### src/rtl/dpram_port_arbiter.sv
// Round-robin arbiter sharing one registered-read RAM port between two req/ack requesters.
// Four clocks per access (grant, issue, wait, done); a waiting requester is stalled by withholding its ack.
module dpram_port_arbiter #(
    parameter int ADDR_WIDTH = 8,
    parameter int DATA_WIDTH = 8
) (
    input  logic                  clock,
    input  logic                  reset,
    input  logic                  req0,
    input  logic                  we0,
    input  logic [ADDR_WIDTH-1:0] addr0,
    input  logic [DATA_WIDTH-1:0] wdata0,
    output logic                  ack0,
    output logic [DATA_WIDTH-1:0] rdata0,
    input  logic                  req1,
    input  logic                  we1,
    input  logic [ADDR_WIDTH-1:0] addr1,
    input  logic [DATA_WIDTH-1:0] wdata1,
    output logic                  ack1,
    output logic [DATA_WIDTH-1:0] rdata1,
    output logic [ADDR_WIDTH-1:0] ram_address,
    output logic [DATA_WIDTH-1:0] ram_data,
    output logic                  ram_wren,
    input  logic [DATA_WIDTH-1:0] ram_q
);

    typedef enum logic [1:0] {
        S_IDLE  = 2'd0,
        S_ISSUE = 2'd1,
        S_WAIT  = 2'd2,
        S_DONE  = 2'd3
    } state_t;

    state_t                  state_q, state_d;
    logic                    gnt_q, gnt_d;
    logic                    last_grant_q, last_grant_d;
    logic                    rd_q, rd_d;
    logic                    ack0_q, ack0_d;
    logic                    ack1_q, ack1_d;
    logic [DATA_WIDTH-1:0]   rdata0_q, rdata0_d;
    logic [DATA_WIDTH-1:0]   rdata1_q, rdata1_d;
    logic [ADDR_WIDTH-1:0]   ram_address_q, ram_address_d;
    logic [DATA_WIDTH-1:0]   ram_data_q, ram_data_d;
    logic                    ram_wren_q, ram_wren_d;
    logic                    pick;

    always_comb begin
        state_d       = state_q;
        gnt_d         = gnt_q;
        last_grant_d  = last_grant_q;
        rd_d          = rd_q;
        ack0_d        = ack0_q;
        ack1_d        = ack1_q;
        rdata0_d      = rdata0_q;
        rdata1_d      = rdata1_q;
        ram_address_d = ram_address_q;
        ram_data_d    = ram_data_q;
        ram_wren_d    = ram_wren_q;
        // requester 1 wins when it is alone, or on a tie when requester 0 was served last
        pick          = req1 & (~req0 | ~last_grant_q);

        case (state_q)
            S_IDLE: begin
                if (req0 | req1) begin
                    gnt_d         = pick;
                    last_grant_d  = pick;
                    ram_address_d = pick ? addr1  : addr0;
                    ram_data_d    = pick ? wdata1 : wdata0;
                    ram_wren_d    = pick ? we1    : we0;
                    rd_d          = pick ? ~we1   : ~we0;
                    state_d       = S_ISSUE;
                end
            end
            S_ISSUE: begin
                ram_wren_d = 1'b0;
                state_d    = S_WAIT;
            end
            S_WAIT: begin
                if (gnt_q) begin
                    ack1_d = 1'b1;
                    if (rd_q) rdata1_d = ram_q;
                end else begin
                    ack0_d = 1'b1;
                    if (rd_q) rdata0_d = ram_q;
                end
                state_d = S_DONE;
            end
            S_DONE: begin
                ack0_d  = 1'b0;
                ack1_d  = 1'b0;
                state_d = S_IDLE;
            end
            default: state_d = S_IDLE;
        endcase
    end

    always_ff @(posedge clock) begin
        if (reset) begin
            state_q       <= S_IDLE;
            gnt_q         <= 1'b0;
            last_grant_q  <= 1'b1;
            rd_q          <= 1'b0;
            ack0_q        <= 1'b0;
            ack1_q        <= 1'b0;
            rdata0_q      <= '0;
            rdata1_q      <= '0;
            ram_address_q <= '0;
            ram_data_q    <= '0;
            ram_wren_q    <= 1'b0;
        end else begin
            state_q       <= state_d;
            gnt_q         <= gnt_d;
            last_grant_q  <= last_grant_d;
            rd_q          <= rd_d;
            ack0_q        <= ack0_d;
            ack1_q        <= ack1_d;
            rdata0_q      <= rdata0_d;
            rdata1_q      <= rdata1_d;
            ram_address_q <= ram_address_d;
            ram_data_q    <= ram_data_d;
            ram_wren_q    <= ram_wren_d;
        end
    end

    assign ack0        = ack0_q;
    assign ack1        = ack1_q;
    assign rdata0      = rdata0_q;
    assign rdata1      = rdata1_q;
    assign ram_address = ram_address_q;
    assign ram_data    = ram_data_q;
    assign ram_wren    = ram_wren_q;

endmodule
### config.mk
export PLATFORM = sky130hd
export DESIGN_NAME = dpram_port_arbiter
export DESIGN_NICKNAME = d
export VERILOG_FILES = /design/src/rtl/dpram_port_arbiter.sv
export SDC_FILE = /design/constraint.sdc
export NUM_CORES = 1
export LEC_CHECK = 0
export BUFFER_PORTS_ARGS = -buffer_cell sky130_fd_sc_hd__buf_2
export CAP_MARGIN = 0
export CORE_MARGIN = 5
export CORE_UTILIZATION = 39
export DETAILED_ROUTE_END_ITERATION = 10
export GPL_TIMING_DRIVEN = 0
export PLACE_DENSITY = 0.68
export REMOVE_ABC_BUFFERS = 1
export SYNTH_ARGS = -nofsm -noshare
export SYNTH_HDL_FRONTEND = slang
export SYNTH_SLANG_ARGS = --single-unit
### constraint.sdc
create_clock -name clock -period 1.73 [get_ports clock]
set_input_delay 0.2595 -clock clock [delete_from_list [all_inputs] [get_ports clock]]
set_output_delay 0.2595 -clock clock [all_outputs]
set_load 0.01 [all_outputs]
### Word level (Yosys, flattened, before mapping)

Cells that the tools add are included.
W data, S select, Z words.

| word-level totals | value |
|---|---|
| memories | 0 |
| bits in read-only memories | 0 |
| memory bits (writable) | 0 |
| bits in latches | 0 |
| input port bits | 46 |
| bits in registers | 40 |

| operators by class | value |
|---|---|
| shift-type cells | 0 |
| mux-type cells | 12 |
| equality and inequality tests | 6 |
| reductions and logical operators | 9 |
| magnitude comparators | 0 |
| add/subtract/negate cells | 0 |
| div/mod/pow operators | 0 |
| bitwise logic cells | 8 |
| $mul | 0 |

Operators with widths:

| operator | count |
|---|---|
| $mux W8 | 2 |
| $pmux W2 S4 | 1 |
| $reduce_and A2 Y1 | 4 |
| $ne A2 B2 Y1 const B | 3 |
| $pmux W1 S2 | 3 |
| $reduce_and A3 Y1 | 2 |
| $mux W1 | 5 |
| $not A1 Y1 | 5 |
| $eq A2 B2 Y1 const B | 2 |
| $reduce_bool A2 Y1 | 2 |
| $eq A2 B1 Y1 const B | 1 |
| $logic_not A2 Y1 | 1 |
| $mux W2 | 1 |
| $or A1 B1 Y1 | 2 |
| $and A1 B1 Y1 | 1 |

### Longest topological paths before layout

| logic depth | value |
|---|---|
| depth in word-level cells | 6 |
| depth in mapped cells | 8 |
| gate-level depth less buffers | 5 |

### Least setup slack after synthesis

OpenSTA, ideal clock, no wires.

| timing path | value |
|---|---|
| path kind | reg-to-reg |
| start point | register state_q[0] |
| end point | register state_q[1] |
| period minus slack after synthesis | 1.475 ns |
| arrival | 1.347 ns |
| setup slack | 0.255 ns |
| path buffers | 1 |
| stages on the path, launching flop included | 7 |
| cell sequence | dfxtp_1 > inv_1 > ha_1 > buf_4 > or3b_2 > mux2i_1 > nor2_1 |

| between the ends | value |
|---|---|
| cells in the longest elaborated chain, start to end | 2 |
| elaborated cells on any way between the ends | 6 |
| those cells by class | 4 x eq/ne; 1 x mux; 1 x reduce/logical |

Ends and longest elaborated chain:

| element | RTL line | RTL |
|---|---|---|
| from (decl) | 34 | `state_t state_q, state_d;` |
| from (signal assigned) | 111 | `state_q <= state_d;` |
| $eq A2 B2 Y1, or another cell as far along | 62 | `case (state_q)` |
| $pmux W2 S4 / $ne A2 B2 Y1 (equally long branches) | - |  |

Parallel ways exist; a longest one is shown, timed or not.
A chain may end at the register's enable or synchronous reset.

### Final worst setup path

Ends and elaborated chain as after synthesis.

==> impl_metrics.ini <==
[timing]
holdWs_ns = 0.202
max_slew_margin_pct = 43.7
fmax_mhz = 617
worst_slew_pin_slew_ns = 0.844
finalCriticalPeriod_ns = 1.62
fin_worst_skew_ns = 0.00684
setup_viol = 0
fin_crit_sh_pct = 93.7
hold_violations = 0
rsz0062_at_grt = false
slew_viol_final = 0
fin_tns_setup_ns = 0

[logic_synthesis]
ys_types = 32
synth_area_sq_um = 1780
yosys-top-cells-area = dfxtp_1, mux2i_1, nor2_1
synth_commonest_cells = dfxtp_1, nor2_1, mux2i_1, nand2_1, a21oi_1
avgSynthCellArea_sq_um = 9.39
seq_area_frac_synth_pct = 45.1
yosysWarnings = 0
synth_area_leader_cell = dfxtp_1
synth_edf_count = 0
ys.flop_type = dfxtp_1
synth_most_common_cell = dfxtp_1
async_flop_share_pct = 0
ys_ff_latch = 40
netlist_instances = 189
yosysTopAreaCellShare_pct = 45.1

[floorplanning]
io_pins = 81
row_count = 24
core_sq_um = 4380
die_h_um = 77.5
dieArea_sq_um = 6000
start_util_pct = 40.5
die_width_um = 77.5

[placed_design]
place_area_sq_um = 2160
routabilityCongestion = 0.689
portBuffers = 80
place_hpwl_um = 3100

[grt]
antenna_found_initial = 0
grt_max_degree = 42
grt_pass1_vias = 1541
grt.total_usage_pct = 14.6
gr-total-overflow = 0
grt_pass1_wl_um = 7180

[drt]
via_count = 1593
wl_um = 4400
top_layer = met4
vias_per_cell = 5.03
avgRoutedWirePerCell_um = 13.9
drt-pass1-iter-count = 4
wl_met1_um = 1850
wl_met3_um = 292
drt-initial-drc-count = 67
ant_nets = 0
wl_met2_um = 2180
drc = 0

[critical_path]
reg2reg_to = state_q[1]
critPathCaptureType = register
critPathBufInv = 1
cp-endpoint = state_q[1]
crit_path_max_fanout = 9
worstSetupPathType = reg -> reg
crit_chain = inv_1, ha_2, or3b_2, mux2i_1, nor2_1
crit_path_start = state_q[0]
cp_slowest_cell = or3b_2
worst_ep_required_time_ns = 1.89
worstSetupStartpointType = register
reg2reg_slack_ns = 0.11
cp_num_cells = 5
worstRegToRegCells = 5
critPathMaxStageDelay_ns = 0.51
worstPathArrival_ns = 1.78
r2r_start = state_q[0]
cp_top_family = simple AND/OR/NAND/NOR gates

[cts]
numCtsBuffers = 5
htreeDepth = 2
cts_sinks = 40
clkLatencyLatePin_ns = 0.29
clk_pin_slew_worst_paths_ns = 0.08
postCtsHoldBufs = 0
clockRootBuffer = clkbuf_8
cts_tree = built
cts_max_path_buffers = 2

[power_and_ir_drop]
power_density_nw_per_um2 = 1390
p_leak_nw = 1.18
total_power_mw = 3.17
max-vdd-ir-drop_mv = 0.749

[outcome]
status = completed

[hold_path]
hold_path.class = in -> reg

[layout]
finish.utilization_pct = 52.1
drive_gt1_share_pct = 41.1
syn2layout_area_growth_pct = 28.7
fin_area_sq_um = 2280
diodes = 0
nets = 315
multi_input_area_sq_um = 890
seqCellArea_sq_um = 801
n_fill_cell = 431

[run]
max-cap-violations = 0
[worst min path at each step]
stage               from  cells after the start              to
3_5_place_dp    ram_wren                      2        ram_wren
3_3_place_gp    ram_wren                      2        ram_wren
4_1_cts        wdata0[3]                      3     ram_data[3]
6_report       wdata0[3]                      3     ram_data[3]
5_1_grt         ram_q[7]                      3       rdata1[7]
2_1_floorplan      reset                      1  ram_address[0]
[where the power goes]
group	internal [mW]	switching (mW)	total [mW]	leakage, nW
registers	1.13	0.129	1.26	0.328
clock network	0.323	0.338	0.660	0.0434
logic	0.530	0.713	1.24	0.808
[kinds of logic after synthesis]
| logic type | count (synthesis) | share of synthesized area (%) |
|---|---|---|
| buffers and inverters | 16 | 5.28 |
| muxes | 17 | 9.58 |
| AOI/OAI and AO/OA | 47 | 21.5 |
| DFF | 40 | 45.1 |
| adders and majority gates | 5 | 3.52 |
| and+or+nand+nor | 64 | 15.0 |
[final cells by class]
class	count	share of cell area, %
clock buffers	6	3.61
clock inverters	2	0.657
inverters	3	0.493
multi-input cells	133	38.9
flip-flops and latches	40	35.0
well taps	52	2.85
repair buffers	81	18.4
[routing by layer]
layer  up-vias  track usage [%]
li1        800                -
met1       739             16.9
met2        48             25.1
met3         6             4.63
met4         0             5.84
met5         -                0
[sequential cells by signal, summed over array words and instances (netlist names), 2 cells and up]
signal / cells
state_q: 2
rdata1: 8
rdata0: 8
ram_data: 8
ram_address: 8
[repair_timing]
item                                    4_1_cts  5_1_grt
resized for setup                             1        2
endpoints found under the setup margin       17       26
setup buffers                                 0        1
[cells in the final DEF (no fill, tap or decap)]
| cell | n |
|---|---|
| a211oi_1 | 9 |
| o21a_2 | 1 |
| buf_12 | 1 |
| clkbuf_8 | 6 |
| o21ai_2 | 1 |
| o2bb2ai_1 | 1 |
| nand3_2 | 1 |
| inv_1 | 3 |
| nand2b_1 | 2 |
| ha_1 | 4 |
| nor2_1 | 38 |
| a211oi_2 | 9 |
| ha_2 | 1 |
| a31oi_1 | 1 |
| a21bo_1 | 1 |
| a32o_1 | 1 |
| or2_2 | 1 |
| buf_2 | 80 |
| nand2_1 | 16 |
| nor3b_1 | 1 |
| clkinvlp_4 | 2 |
| nor2b_1 | 1 |
| o21ai_0 | 1 |
| a21bo_2 | 1 |
| a21oi_1 | 15 |
| a21boi_4 | 1 |
| mux2i_1 | 17 |
| a22oi_1 | 2 |
| or3b_2 | 1 |
| nand3b_1 | 1 |
| nand3_1 | 2 |
| dfxtp_1 | 40 |
| a21oi_2 | 3 |
[worst min-delay path, cell delays in order]
cell	delay, ns
buf_2	0.10
nand2_1	0.04
a211oi_1	0.05
[stage by stage]
stage / cells / worst slack (ns)
floorplan: 176 / 0.245
global placement: 308 / -0.0689
detailed placement: 308 / -0.0924
CTS: 316 / 0.0159
global route: 317 / 0.0158
finish: 317 / 0.110
Power figures use the tool's default switching activity.
